[src/rtl/fir_chan_sched_if.sv]
// Signal bundle between the multi-channel FIR scheduler and its requesters / shared MAC datapath.
// The master side is the scheduler; the slave side is the requesters and the datapath.
interface fir_chan_sched_if #(
  parameter int unsigned Num_coef = 17,
  parameter int unsigned Num_ch   = 2
);
  localparam int unsigned ChW   = (Num_ch > 1) ? $clog2(Num_ch) : 1;
  localparam int unsigned AddrW = (Num_coef > 1) ? $clog2(Num_coef) : 1;

  logic [Num_ch-1:0] req;
  logic [Num_ch-1:0] ack;
  logic [ChW-1:0]    ch_sel;
  logic [AddrW-1:0]  addr;
  logic              ce_Reg;
  logic              rst_Acc;
  logic              ce_Acc;
  logic              val_out;
  logic [ChW-1:0]    ch_out;

  modport master (
    input  req,
    output ack, ch_sel, addr, ce_Reg, rst_Acc, ce_Acc, val_out, ch_out
  );

  modport slave (
    output req,
    input  ack, ch_sel, addr, ce_Reg, rst_Acc, ce_Acc, val_out, ch_out
  );
endinterface

[src/rtl/fir_chan_sched.sv]
// Round-robin scheduler sharing one MAC FIR datapath between Num_ch channels.
// Each grant runs one full Num_coef-tap convolution: LOAD, Num_coef MAC cycles, DONE.
module fir_chan_sched #(
  parameter int unsigned Num_coef = 17,
  parameter int unsigned Num_ch   = 2
) (
  input logic              clk,
  input logic              rst,
  fir_chan_sched_if.master bus
);
  localparam int unsigned ChW   = (Num_ch > 1) ? $clog2(Num_ch) : 1;
  localparam int unsigned AddrW = (Num_coef > 1) ? $clog2(Num_coef) : 1;
  localparam logic [AddrW-1:0] LastAddr = AddrW'(Num_coef - 1);

  typedef enum logic [1:0] {StIdle, StLoad, StMac, StDone} state_e;

  state_e            state_q, state_d;
  logic [ChW-1:0]    last_q, last_d;
  logic [Num_ch-1:0] ack_q, ack_d;
  logic [ChW-1:0]    ch_sel_q, ch_sel_d;
  logic [AddrW-1:0]  addr_q, addr_d;
  logic              ce_reg_q, ce_reg_d;
  logic              rst_acc_q, rst_acc_d;
  logic              ce_acc_q, ce_acc_d;
  logic              val_q, val_d;
  logic [ChW-1:0]    ch_out_q, ch_out_d;

  logic              found;
  logic [ChW-1:0]    grant;
  logic [ChW-1:0]    idx;

  // Search upward from the channel after the last one served, wrapping around.
  always_comb begin
    found = 1'b0;
    grant = '0;
    idx   = '0;
    for (int i = 1; i <= int'(Num_ch); i++) begin
      idx = ChW'((int'(last_q) + i) % int'(Num_ch));
      if (!found && bus.req[idx]) begin
        found = 1'b1;
        grant = idx;
      end
    end
  end

  // Output registers are loaded from the decode of the state being entered,
  // so every strobe is visible in the same cycle as its state.
  always_comb begin
    state_d   = state_q;
    last_d    = last_q;
    ack_d     = '0;
    ch_sel_d  = ch_sel_q;
    addr_d    = '0;
    ce_reg_d  = 1'b0;
    rst_acc_d = 1'b0;
    ce_acc_d  = 1'b0;
    val_d     = 1'b0;
    ch_out_d  = ch_out_q;
    unique case (state_q)
      StIdle, StDone: begin
        if (found) begin
          state_d      = StLoad;
          last_d       = grant;
          ack_d[grant] = 1'b1;
          ce_reg_d     = 1'b1;
          rst_acc_d    = 1'b1;
          ch_sel_d     = grant;
        end else begin
          state_d = StIdle;
        end
      end
      StLoad: begin
        state_d  = StMac;
        ce_acc_d = 1'b1;
      end
      StMac: begin
        if (addr_q == LastAddr) begin
          state_d  = StDone;
          val_d    = 1'b1;
          ch_out_d = ch_sel_q;
        end else begin
          ce_acc_d = 1'b1;
          addr_d   = addr_q + AddrW'(1);
        end
      end
      default: state_d = StIdle;
    endcase
  end

  always_ff @(posedge clk) begin
    if (!rst) begin
      state_q   <= StIdle;
      last_q    <= ChW'(Num_ch - 1);
      ack_q     <= '0;
      ch_sel_q  <= '0;
      addr_q    <= '0;
      ce_reg_q  <= 1'b0;
      rst_acc_q <= 1'b0;
      ce_acc_q  <= 1'b0;
      val_q     <= 1'b0;
      ch_out_q  <= '0;
    end else begin
      state_q   <= state_d;
      last_q    <= last_d;
      ack_q     <= ack_d;
      ch_sel_q  <= ch_sel_d;
      addr_q    <= addr_d;
      ce_reg_q  <= ce_reg_d;
      rst_acc_q <= rst_acc_d;
      ce_acc_q  <= ce_acc_d;
      val_q     <= val_d;
      ch_out_q  <= ch_out_d;
    end
  end

  assign bus.ack     = ack_q;
  assign bus.ch_sel  = ch_sel_q;
  assign bus.addr    = addr_q;
  assign bus.ce_Reg  = ce_reg_q;
  assign bus.rst_Acc = rst_acc_q;
  assign bus.ce_Acc  = ce_acc_q;
  assign bus.val_out = val_q;
  assign bus.ch_out  = ch_out_q;
endmodule
[src/flat_wrapper.sv]
// flat-port wrapper written by rule: the top's interface ports become plain ports
module fir_chan_sched_flat 
#(
  parameter int unsigned Num_coef = 17,
  parameter int unsigned Num_ch   = 2
)
  (clk, rst, bus_req, bus_ack, bus_ch_sel, bus_addr, bus_ce_Reg, bus_rst_Acc, bus_ce_Acc, bus_val_out, bus_ch_out);
  fir_chan_sched_if #(.Num_coef(Num_coef), .Num_ch(Num_ch)) bus_i ();
  input logic clk;
  input logic rst;
  input wire logic [$bits(bus_i.req)-1:0] bus_req;
  output wire logic [$bits(bus_i.ack)-1:0] bus_ack;
  output wire logic [$bits(bus_i.ch_sel)-1:0] bus_ch_sel;
  output wire logic [$bits(bus_i.addr)-1:0] bus_addr;
  output wire logic [$bits(bus_i.ce_Reg)-1:0] bus_ce_Reg;
  output wire logic [$bits(bus_i.rst_Acc)-1:0] bus_rst_Acc;
  output wire logic [$bits(bus_i.ce_Acc)-1:0] bus_ce_Acc;
  output wire logic [$bits(bus_i.val_out)-1:0] bus_val_out;
  output wire logic [$bits(bus_i.ch_out)-1:0] bus_ch_out;
  assign bus_i.req = bus_req;
  assign bus_ack = bus_i.ack;
  assign bus_ch_sel = bus_i.ch_sel;
  assign bus_addr = bus_i.addr;
  assign bus_ce_Reg = bus_i.ce_Reg;
  assign bus_rst_Acc = bus_i.rst_Acc;
  assign bus_ce_Acc = bus_i.ce_Acc;
  assign bus_val_out = bus_i.val_out;
  assign bus_ch_out = bus_i.ch_out;
  fir_chan_sched #(.Num_coef(Num_coef), .Num_ch(Num_ch)) u_core (.clk(clk), .rst(rst), .bus(bus_i));
endmodule
[config.mk]
export PLATFORM = sky130hd
export DESIGN_NAME = fir_chan_sched_flat
export DESIGN_NICKNAME = d
export VERILOG_FILES = /design/src/rtl/fir_chan_sched_if.sv /design/src/rtl/fir_chan_sched.sv /design/src/flat_wrapper.sv
export SDC_FILE = /design/constraint.sdc
export NUM_CORES = 1
export LEC_CHECK = 0
export CORE_MARGIN = 3
export CORE_UTILIZATION = 49
export DETAILED_ROUTE_END_ITERATION = 16
export PLACE_DENSITY = 0.8
export SYNTH_ARGS = -nofsm -noshare
export SYNTH_HDL_FRONTEND = slang
export SYNTH_SLANG_ARGS = --single-unit
[constraint.sdc]
create_clock -name clk -period 2.3 [get_ports clk]
set_clock_uncertainty 0.15 [all_clocks]
set_input_delay 0.69 -clock clk [delete_from_list [all_inputs] [get_ports clk]]
set_output_delay 0.69 -clock clk [all_outputs]
set_load 0.01 [all_outputs]
== Word-level counts from Yosys, hierarchy flattened ==
Index checks and enable logic that the tools add are counted.

* Register bits after elaboration: 15
* Bits of input ports: 4
* Output and inout bits: 13

* Add/sub/neg operators: 3
* Magnitude comparators: 4
* Equality and inequality tests: 5
* Mux-type cells: 17
* Bitwise gates (word level): 2
* Reductions and logical operators: 11

{| class="wikitable"
|+ Operators with widths
! kind !! number
|-
| 1-bit 2-to-1 mux || 13
|-
| 2-bit AND reduction || 4
|-
| 1-bit by 2-bit < comparator with 1-bit output, second input constant || 3
|-
| 2-bit one-hot mux with 3 select lines || 1
|-
| 5-bit by 1-bit adder with 5-bit output, second input constant || 1
|-
| 5-bit == test, second input constant || 1
|-
| 2-bit == test, second input constant || 2
|-
| 3-bit AND reduction || 1
|-
| 3-bit OR reduction || 1
|-
| 1-bit adder, second input constant || 2
|-
| 2-bit by 1-bit == test with 1-bit output, second input constant || 1
|-
| 1-bit logical AND || 2
|-
| 2-bit logical NOT || 1
|-
| 2-bit 2-to-1 mux || 1
|-
| 2-bit by 1-bit inequality test with 1-bit output, second input constant || 1
|-
| 1-bit inverter || 2
|-
| 1-bit one-hot mux with 2 select lines || 1
|-
| 2-bit OR reduction || 1
|-
| 1-bit demux with 1-bit select || 1
|-
| 1-bit greater-or-equal comparator, second input constant || 1
|-
| 1-bit logical NOT || 1
|}

== Logic depth before layout (Yosys ltp) ==
Gate-level depths: netlist (run 1).

* Depth after elaboration: 11
* Gate-level depth with buffers: 6
* Gate-level depth less buffers: 5

== Worst setup path after synthesis (run 1) ==
Ideal clock, no wire load.

* Path type: register to register
* Start point: register u_core.state_q[0]
* End point: register u_core.state_q[0]
* Data arrival time: 1.207 ns
* Data required time: 2.034 ns
* Slack: 0.827 ns
* Cell stages (with the launch flop): 7
* Path buffers: 1
* Period minus slack after synthesis: 1.473 ns
* Path through: dfxtp_1 -> inv_1 -> ha_1 -> buf_2 -> o21ai_0 -> a221oi_2 -> a31o_1

* Word-level cells in the longest chain between the ends: 3

{| class="wikitable"
|+ RTL lines
! element !! line !! source
|-
| start, declared || fir_chan_sched.sv:17 || <nowiki>state_e state_q, state_d;</nowiki>
|-
| start signal, assigned || fir_chan_sched.sv:92 || <nowiki>state_q <= StIdle;</nowiki>
|-
| start signal, assigned || fir_chan_sched.sv:103 || <nowiki>state_q <= state_d;</nowiki>
|-
| 2-bit == test or 2-bit logical NOT (tied branches) || fir_chan_sched.sv:59 || <nowiki>unique case (state_q)</nowiki>
|-
| 2-bit OR reduction || fir_chan_sched.sv:59 ||
|-
| 2-bit one-hot mux with 3 select lines || fir_chan_sched.sv:59 ||
|}

Several ways; a longest one is shown, not always the timed one.
A chain may end at the register's enable or synchronous reset.

== Worst setup path after layout (run 1) ==
* Start point: register u_core.addr_q[2], in the netlist u_core.bus.addr[2]
* End point: output port bus_addr[2]

{| class="wikitable"
|+ RTL lines
! element !! line !! source
|-
| start, declared || fir_chan_sched.sv:21 || <nowiki>logic [AddrW-1:0] addr_q, addr_d;</nowiki>
|-
| start signal, assigned || fir_chan_sched.sv:107 || <nowiki>addr_q <= addr_d;</nowiki>
|-
| end, declared || flat_wrapper.sv:14 || <nowiki>output wire logic [$bits(bus_i.addr)-1:0] bus_addr;</nowiki>
|}

No word-level cell between the ends.

==> summary.txt, run 1 <==
Outcome
  – Status: complete, no violations

Finish
  – Fraction of layout cells with a size suffix above 1: a little under a tenth
  – Non-Filler Instances: 98
  – Diode count: 0
  – Fin nets: between 90 and 100
  – Area grow syn2layout: 29.92%
  – Fillers: about 100

Clock tree
  – Inserted Clock Buffers: 3
  – Clk_lat worst skew: between 0.2 and 0.3 ns
  – Resized cells post-CTS: 0
  – Post-CTS setup buffer count: 0
  – Clock Path Buffers: 2
  – Post-CTS Hold Buffers: 0
  – Clock root cell: clkbuf_4
  – H-Tree Depth: 1
  – Sink Count: 15
  – CTS tree: done
  – Worst-path clk slew: about 0.09 ns

Yosys
  – Mapped Cells: between 60 and 70
  – Synthesized flop and latch total: 15
  – Netlist Area Pre-Place: 648.1 um^2
  – Total number of yosys warnings: 0
  – Mean area per synthesized cell: 9.820 um^2
  – Yosys cell types: 25
  – Seq/Total Area, Yosys: between 40 and 50%
  – Net Count, Synth: between 70 and 80

Pwr
  – Pwr/cell area: approximately 940 mW/mm^2
  – Tot Pwr: just under 800 uW
  – Leakage: between 0.0003 and 0.0004 uW
  – Max IR drop VDD: slightly above 600 uV

Die
  – DIE HEIGHT: approximately 42 um
  – I/O Pins: 17
  – Die ar.: about 0.0018 mm^2
  – Die Span X: ~42 um
  – Std-Cell Rows: 12
  – Starting Density: between 50 and 60%
  – Core area: 0.001171 mm^2

Critical path
  – Crit path buf inv count: 1
  – Crit-path leading delay family: buffers and inverters
  – CP max FO: 6
  – CP peak stage delay: 0.57 ns
  – CP endpoint kind: output port
  – Type of the worst setup path: reg2out
  – Cell breakdown of the critical path: clkdlybuf4s50_1
  – CP required: 1.46 ns
  – Startpoint types: register
  – Critical path's slowest cell: clkdlybuf4s50_1
  – CP arrival: 1.27 ns

Timing
  – Slew HR: between 80% and 90%
  – Final hold violation count: 0
  – Fin crit share: about nine tenths
  – Unrepaired setup endpoints after global routing: false
  – Worst Max-Slew Pin Slew: ~0.27 ns
  – Highest Clock Rate: about 470 MHz
  – Setup violation total in the final timing report: 0
  – Sum Neg Setup Slack: 0 ns
  – Final min period: 2.113 ns
  – Slew Viols, Final: 0

Routing
  – Final WL: between 1000 and 1500 um
  – Post-DR wirelength/cell: around 11 um
  – Vias: slightly below 500
  – DR pass1 iterations: 4
  – Via density per instance: between 4 and 5
  – Drc violations: 0
  – 1st-iter DRT viols: 8
  – Post-route ant nets: 0

GRT
  – GRT Total Usage: roughly an eighth
  – Largest net degree at the start of global routing: 10
  – GRT overflow: 0
  – Vias in the first global route: 401
  – Initial antenna violation count: 0
  – First-pass GRT wire length: about 1700 um

Placement
  – PortBufs: 16
  – Final HPWL DP: around 800 um
  – Placed Cells incl. Taps: 94
  – GP Congestion: 0.7402

Hold path
  – Class of the worst hold path: reg2reg

Run
  – Max Cap Violations: 0
-- routing by layer --
layer	global-route usage (%)	wire length (um)	up-vias
li1	-	-	259
met4	5.590	10	0
met5	0	0	-
met1	16.80	498	214
met2	19.15	487	11
met3	2.575	48	2
-- report_power, final --
| part | internal, uW | total, uW | switching (uW) |
|---|---|---|---|
| clock | 67.2 | 147 | 79.7 |
| combinational | 154 | 305 | 151 |
| sequential | 311 | 342 | 30.3 |
| total | 533 | 794 | 261 |
-- registers in the layout, indices dropped and copies added (netlist names) --
name                count
u_core.state_q          2
u_core.bus.ch_out       1
u_core.bus.val_out      1
u_core.bus.ch_sel       1
u_core.bus.ack          2
u_core.last_q           1
u_core.bus.addr         5
u_core.bus.ce_Acc       1
u_core.bus.ce_Reg       1
-- synth_stat cells, drive strengths merged --
| master | number | area [um^2] |
|---|---|---|
| ha | 4 | 50.05 |
| xnor2 | 1 | 8.760 |
| xor2 | 2 | 17.52 |
| dfxtp | 15 | 300.3 |
| a31o | 1 | 8.760 |
| a21oi | 3 | 15.01 |
| buf | 3 | 17.52 |
| and3 | 2 | 12.51 |
| a41o | 1 | 10.01 |
| and4bb | 1 | 12.51 |
| o211ai | 1 | 7.510 |
| nor2b | 1 | 6.260 |
| a32oi | 1 | 8.760 |
| o21ai | 1 | 5.000 |
| and4 | 1 | 8.760 |
| a221oi | 1 | 15.01 |
| nand2b | 1 | 6.260 |
| inv | 5 | 18.77 |
| mux2i | 1 | 10.01 |
| nand2 | 7 | 26.28 |
| nor2 | 7 | 26.28 |
| nand3 | 4 | 20.02 |
| and2 | 1 | 8.760 |
| nand4bb | 1 | 27.53 |
-- through the flow --
step                      utilization [%]  hold WS (ns)  instance area (um^2)  setup WS (ns)
final                               71.90        0.3290                 842.1         0.1865
after detailed placement            69.66        0.3165                 815.8         0.3235
after global placement              69.66        0.3155                 815.8         0.3663
after floorplan                         -        0.2984                 648.1         0.8272
after CTS                           71.90        0.3307                 842.1         0.1746
after global routing                71.90        0.3683                 842.1         0.1284
-- cells in the final DEF (no fill, tap or decap) --
cell,synthesis,final
a21oi_1,3,3
a221oi_2,1,1
a31o_1,1,1
a32oi_1,1,1
a41o_1,1,1
and2_4,1,1
and3_1,2,2
and4_1,1,1
and4bb_2,1,1
buf_4,1,1
clkbuf_1,0,1
clkbuf_4,0,3
clkdlybuf4s50_1,0,16
dfxtp_1,15,15
ha_1,4,4
inv_1,5,5
mux2i_1,1,1
nand2_1,7,7
nand2b_1,1,1
nand3_1,4,4
nand4bb_4,1,1
nor2_1,7,7
nor2b_1,1,1
o211ai_1,1,1
o21ai_0,1,1
xnor2_1,1,1
xor2_1,2,2
-- final cells by class --
cell class / count / area [um^2] / share of cell area [%]
tap: 14 / 17.52 / 2.080
multi-input combinational: 43 / 311.5 / 37.00
clock buffer: 4 / 26.28 / 3.120
timing repair buffer: 17 / 167.7 / 19.91
inverter: 5 / 18.77 / 2.229
sequential: 15 / 300.3 / 35.66
-- final timing paths --
check | startpoint | end | slack [ns] | cells past startpoint
worst max-delay path | u_core.bus.addr[2]$_SDFF_PP0_ | bus_addr[2] | 0.19 | 1
worst max register to register | u_core.state_q[0]$_SDFFE_PN0P_ | u_core.state_q[0]$_SDFFE_PN0P_ | 0.77 | 5
worst min-delay path | u_core.last_q$_SDFFE_PN1P_ | u_core.bus.ack[0]$_SDFF_PN0_ | 0.33 | 2
worst min register to register | u_core.last_q$_SDFFE_PN1P_ | u_core.bus.ack[0]$_SDFF_PN0_ | 0.33 | 2
-- kinds of logic (layout without fill, tap and decap cells) --
logic type / Yosys count / in the layout / share of synthesized area [%]
and+or+nand+nor: 26 / 26 / 23.94
xor gates and xnor gates: 3 / 3 / 4.055
DFF: 15 / 15 / 46.33
buffers and inverters: 8 / 26 / 5.599
adders and majority gates: 4 / 4 / 7.722
muxes: 1 / 1 / 1.544
AOI/OAI and AO/OA: 9 / 9 / 10.81
Note: power is estimated with default switching activity, not from simulation.
==> run 2, diff against run 1 <==
Settings changed: SKIP_LAST_GASP from default to 1.
==> results of run 2 <==
No change in the layout: final DEF, timing and power equal those of run 1.
==> run 3, diff against run 2 <==
Settings changed: SETUP_SLACK_MARGIN from default to 0.3.
==> run 3 against run 2 <==
  * Sequential power about the same
  * Critical path type unchanged
  * Die area unchanged
  * Setup slack improved by 0.16 ns
  * Highest routed layer unchanged
  * Cell count stayed put
  * First-iteration DRC count up 50%
  * Critical endpoint is now bus_val_out
  * Combinational power fell by 3%
  * Via count up 0.21%
==> summary.txt, run 3 (synthesized netlist as in run 1, its figures left out) <==
Finish
  – Fin nets: 93 (unchanged)
  – Number of flip-flops in the largest register: 5 (unchanged)
  – Fraction of layout cells with a size suffix above 1: 14.29% (was 9.524%)
  – Most frequent cells in the layout: dfxtp_1, nor2_1, nand2_1, clkdlybuf4s50_1, dlygate4sd2_1 (was clkdlybuf4s50_1, dfxtp_1, nor2_1, nand2_1, inv_1)
  – Diode count: 0 (unchanged)
  – Fillers: 97 (was 98)
  – Area grow syn2layout: 30.69% (was 29.92%)
  – Commonest non-fill, non-tap cell in the layout: dfxtp_1 (was clkdlybuf4s50_1)
  – Final instance area: 847.1 um^2 (was 842.1 um^2)

Critical path
  – Crit-path leading delay family: buffers and inverters (unchanged)
  – CP max FO: 1 (was 6)
  – Startpoint types: register (unchanged)
  – CP startpoint: u_core.bus.val_out$_SDFF_PN0_ (was u_core.bus.addr[2]$_SDFF_PP0_)
  – CP required: 1.46 ns (about the same)
  – Type of the worst setup path: reg2out (unchanged)
  – CP endpoint kind: output port (unchanged)
  – Critical path's slowest cell: clkdlybuf4s50_1 (unchanged)
  – Cell breakdown of the critical path: clkdlybuf4s50_1 (unchanged)
  – Crit path buf inv count: 1 (unchanged)
  – R2r startpoint: u_core.state_q[0]$_SDFFE_PN0P_ (unchanged)
  – CP arrival: 1.11 ns (was 1.27 ns)
  – CP peak stage delay: 0.52 ns (was 0.57 ns)

Timing
  – Highest Clock Rate: 512.4 MHz (was 473.2 MHz)
  – Unrepaired setup endpoints after global routing: false (unchanged)
  – Worst Max-Slew Pin Slew: 0.2672 ns (about the same)
  – Slew Viols, Final: 0 (unchanged)
  – Setup violation total in the final timing report: 0 (unchanged)
  – Slew HR: 82.19% (about the same)
  – Sum Neg Setup Slack: 0 ns (unchanged)
  – Final hold violation count: 0 (unchanged)
  – Fin crit share: 84.85% (was 91.89%)
  – Final min period: 1.952 ns (was 2.113 ns)

Routing
  – Post-route ant nets: 0 (unchanged)
  – Via density per instance: 4.969 (was 4.959)
  – Final WL: 1054 um (was 1044 um)
  – Drc violations: 0 (unchanged)
  – Post-DR wirelength/cell: 10.76 um (was 10.65 um)
  – Vias: 487 (was 486)
  – 1st-iter DRT viols: 12 (was 8)
  – DR pass1 iterations: 4 (unchanged)

Die
  – Core area: 0.001171 mm^2 (unchanged)
  – Die ar.: 0.001795 mm^2 (unchanged)
  – I/O Pins: 17 (unchanged)
  – Die Span X: 42.37 um (unchanged)
  – Std-Cell Rows: 12 (unchanged)
  – Starting Density: 55.34% (unchanged)
  – DIE HEIGHT: 42.37 um (unchanged)

Clock tree
  – Clock Path Buffers: 2 (unchanged)
  – Clock root cell: clkbuf_4 (unchanged)
  – Inserted Clock Buffers: 3 (unchanged)
  – Post-CTS setup buffer count: 0 (unchanged)
  – Worst-path clk slew: 0.09 ns (about the same)
  – CTS tree: done (unchanged)
  – H-Tree Depth: 1 (unchanged)
  – Clk_lat worst skew: 0.28 ns (about the same)
  – Sink Count: 15 (unchanged)

Outcome
  – Status: complete, no violations (unchanged)

Placement
  – GP Congestion: 0.7402 (unchanged)
  – PortBufs: 16 (unchanged)
  – Final HPWL DP: 821.9 um (unchanged)
  – Placed inst area: 815.8 um^2 (unchanged)

GRT
  – GRT overflow: 0 (unchanged)
  – Met2 usage: 19.15% (unchanged)
  – M1 GR Usage: 16.80% (unchanged)
  – Vias in the first global route: 401 (unchanged)
  – Largest net degree at the start of global routing: 10 (unchanged)
  – GRT Total Usage: 12.52% (unchanged)
  – Most used routing layer: met2 (unchanged)
  – GR Util met3: 2.575% (unchanged)
  – Initial antenna violation count: 0 (unchanged)
  – First-pass GRT wire length: 1738 um (unchanged)

Pwr
  – Leakage: 0.0004200 uW (was 0.0003434 uW)
  – Pwr/cell area: 926.6 mW/mm^2 (was 942.4 mW/mm^2)
  – Max IR drop VDD: 603.5 uV (was 604.3 uV)
  – Tot Pwr: 784.9 uW (was 793.6 uW)

Hold path
  – Hold Crit Start: u_core.bus.addr[0]$_SDFF_PP0_ (was u_core.last_q$_SDFFE_PN1P_)
  – Class of the worst hold path: reg2reg (unchanged)

Run
  – Max Cap Violations: 0 (unchanged)
-- run 3: cell count changes in the layout (fill, tap and decap cells not counted) --
cell             change
clkdlybuf4s50_1      -9
dlygate4sd2_1        +6
dlymetal6s2s_1       +3
dfxtp_1              -4
dfxtp_2              +4
-- run 3: per-stage QoR --
stage / instances / util, % / hold slack, ns / setup slack (ns)
floorplan: 66 / - / 0.2984 / 0.8272
global placement: 94 / 69.66 / 0.3155 / 0.3663
detailed placement: 94 / 69.66 / 0.3165 / 0.3235
CTS: 98 / 71.69 / 0.3071 / 0.2481
global route: 98 / 72.33 / 0.3327 / 0.3013
finish: 98 / 72.33 / 0.3012 / 0.3484
-- run 3: final cells by class --
type                       instances  area [um^2]  area share (%)
multi-input combinational         43        311.5           36.78
sequential                        15        305.3           36.04
inverter                           5        18.77           2.216
clock buffer                       4        26.28           3.102
tap                               14        17.52           2.068
timing repair buffer              17        167.7           19.79
-- run 3: where the power goes --
group / internal, uW / switching [uW]
logic: 145 / 151
registers: 312 / 29.6
clock network: 67.2 / 79.9
total: 524 / 261
-- run 3: worst paths after layout --
path                               endpoint  cells past startpoint  slack [ns]
min reg2reg   u_core.bus.addr[0]$_SDFF_PP0_                      1        0.30
max                             bus_val_out                      1        0.35
min           u_core.bus.addr[0]$_SDFF_PP0_                      1        0.30
max reg2reg  u_core.state_q[0]$_SDFFE_PN0P_                      5        0.77
-- run 3: layer usage --
metal / wire (um) / part of all wire [%] / vias to the layer above
li1: - / - / 259
met1: 494 / 47 / 215
met2: 489 / 46 / 11
met3: 59 / 5.6 / 2
met4: 10 / 0.95 / 0
met5: 0 / 0 / -
-- run 3: timing repair --
item	in CTS	in global routing
gates resized for setup	10	3
hold buffers	0	0
endpoints found under the setup margin	7	3
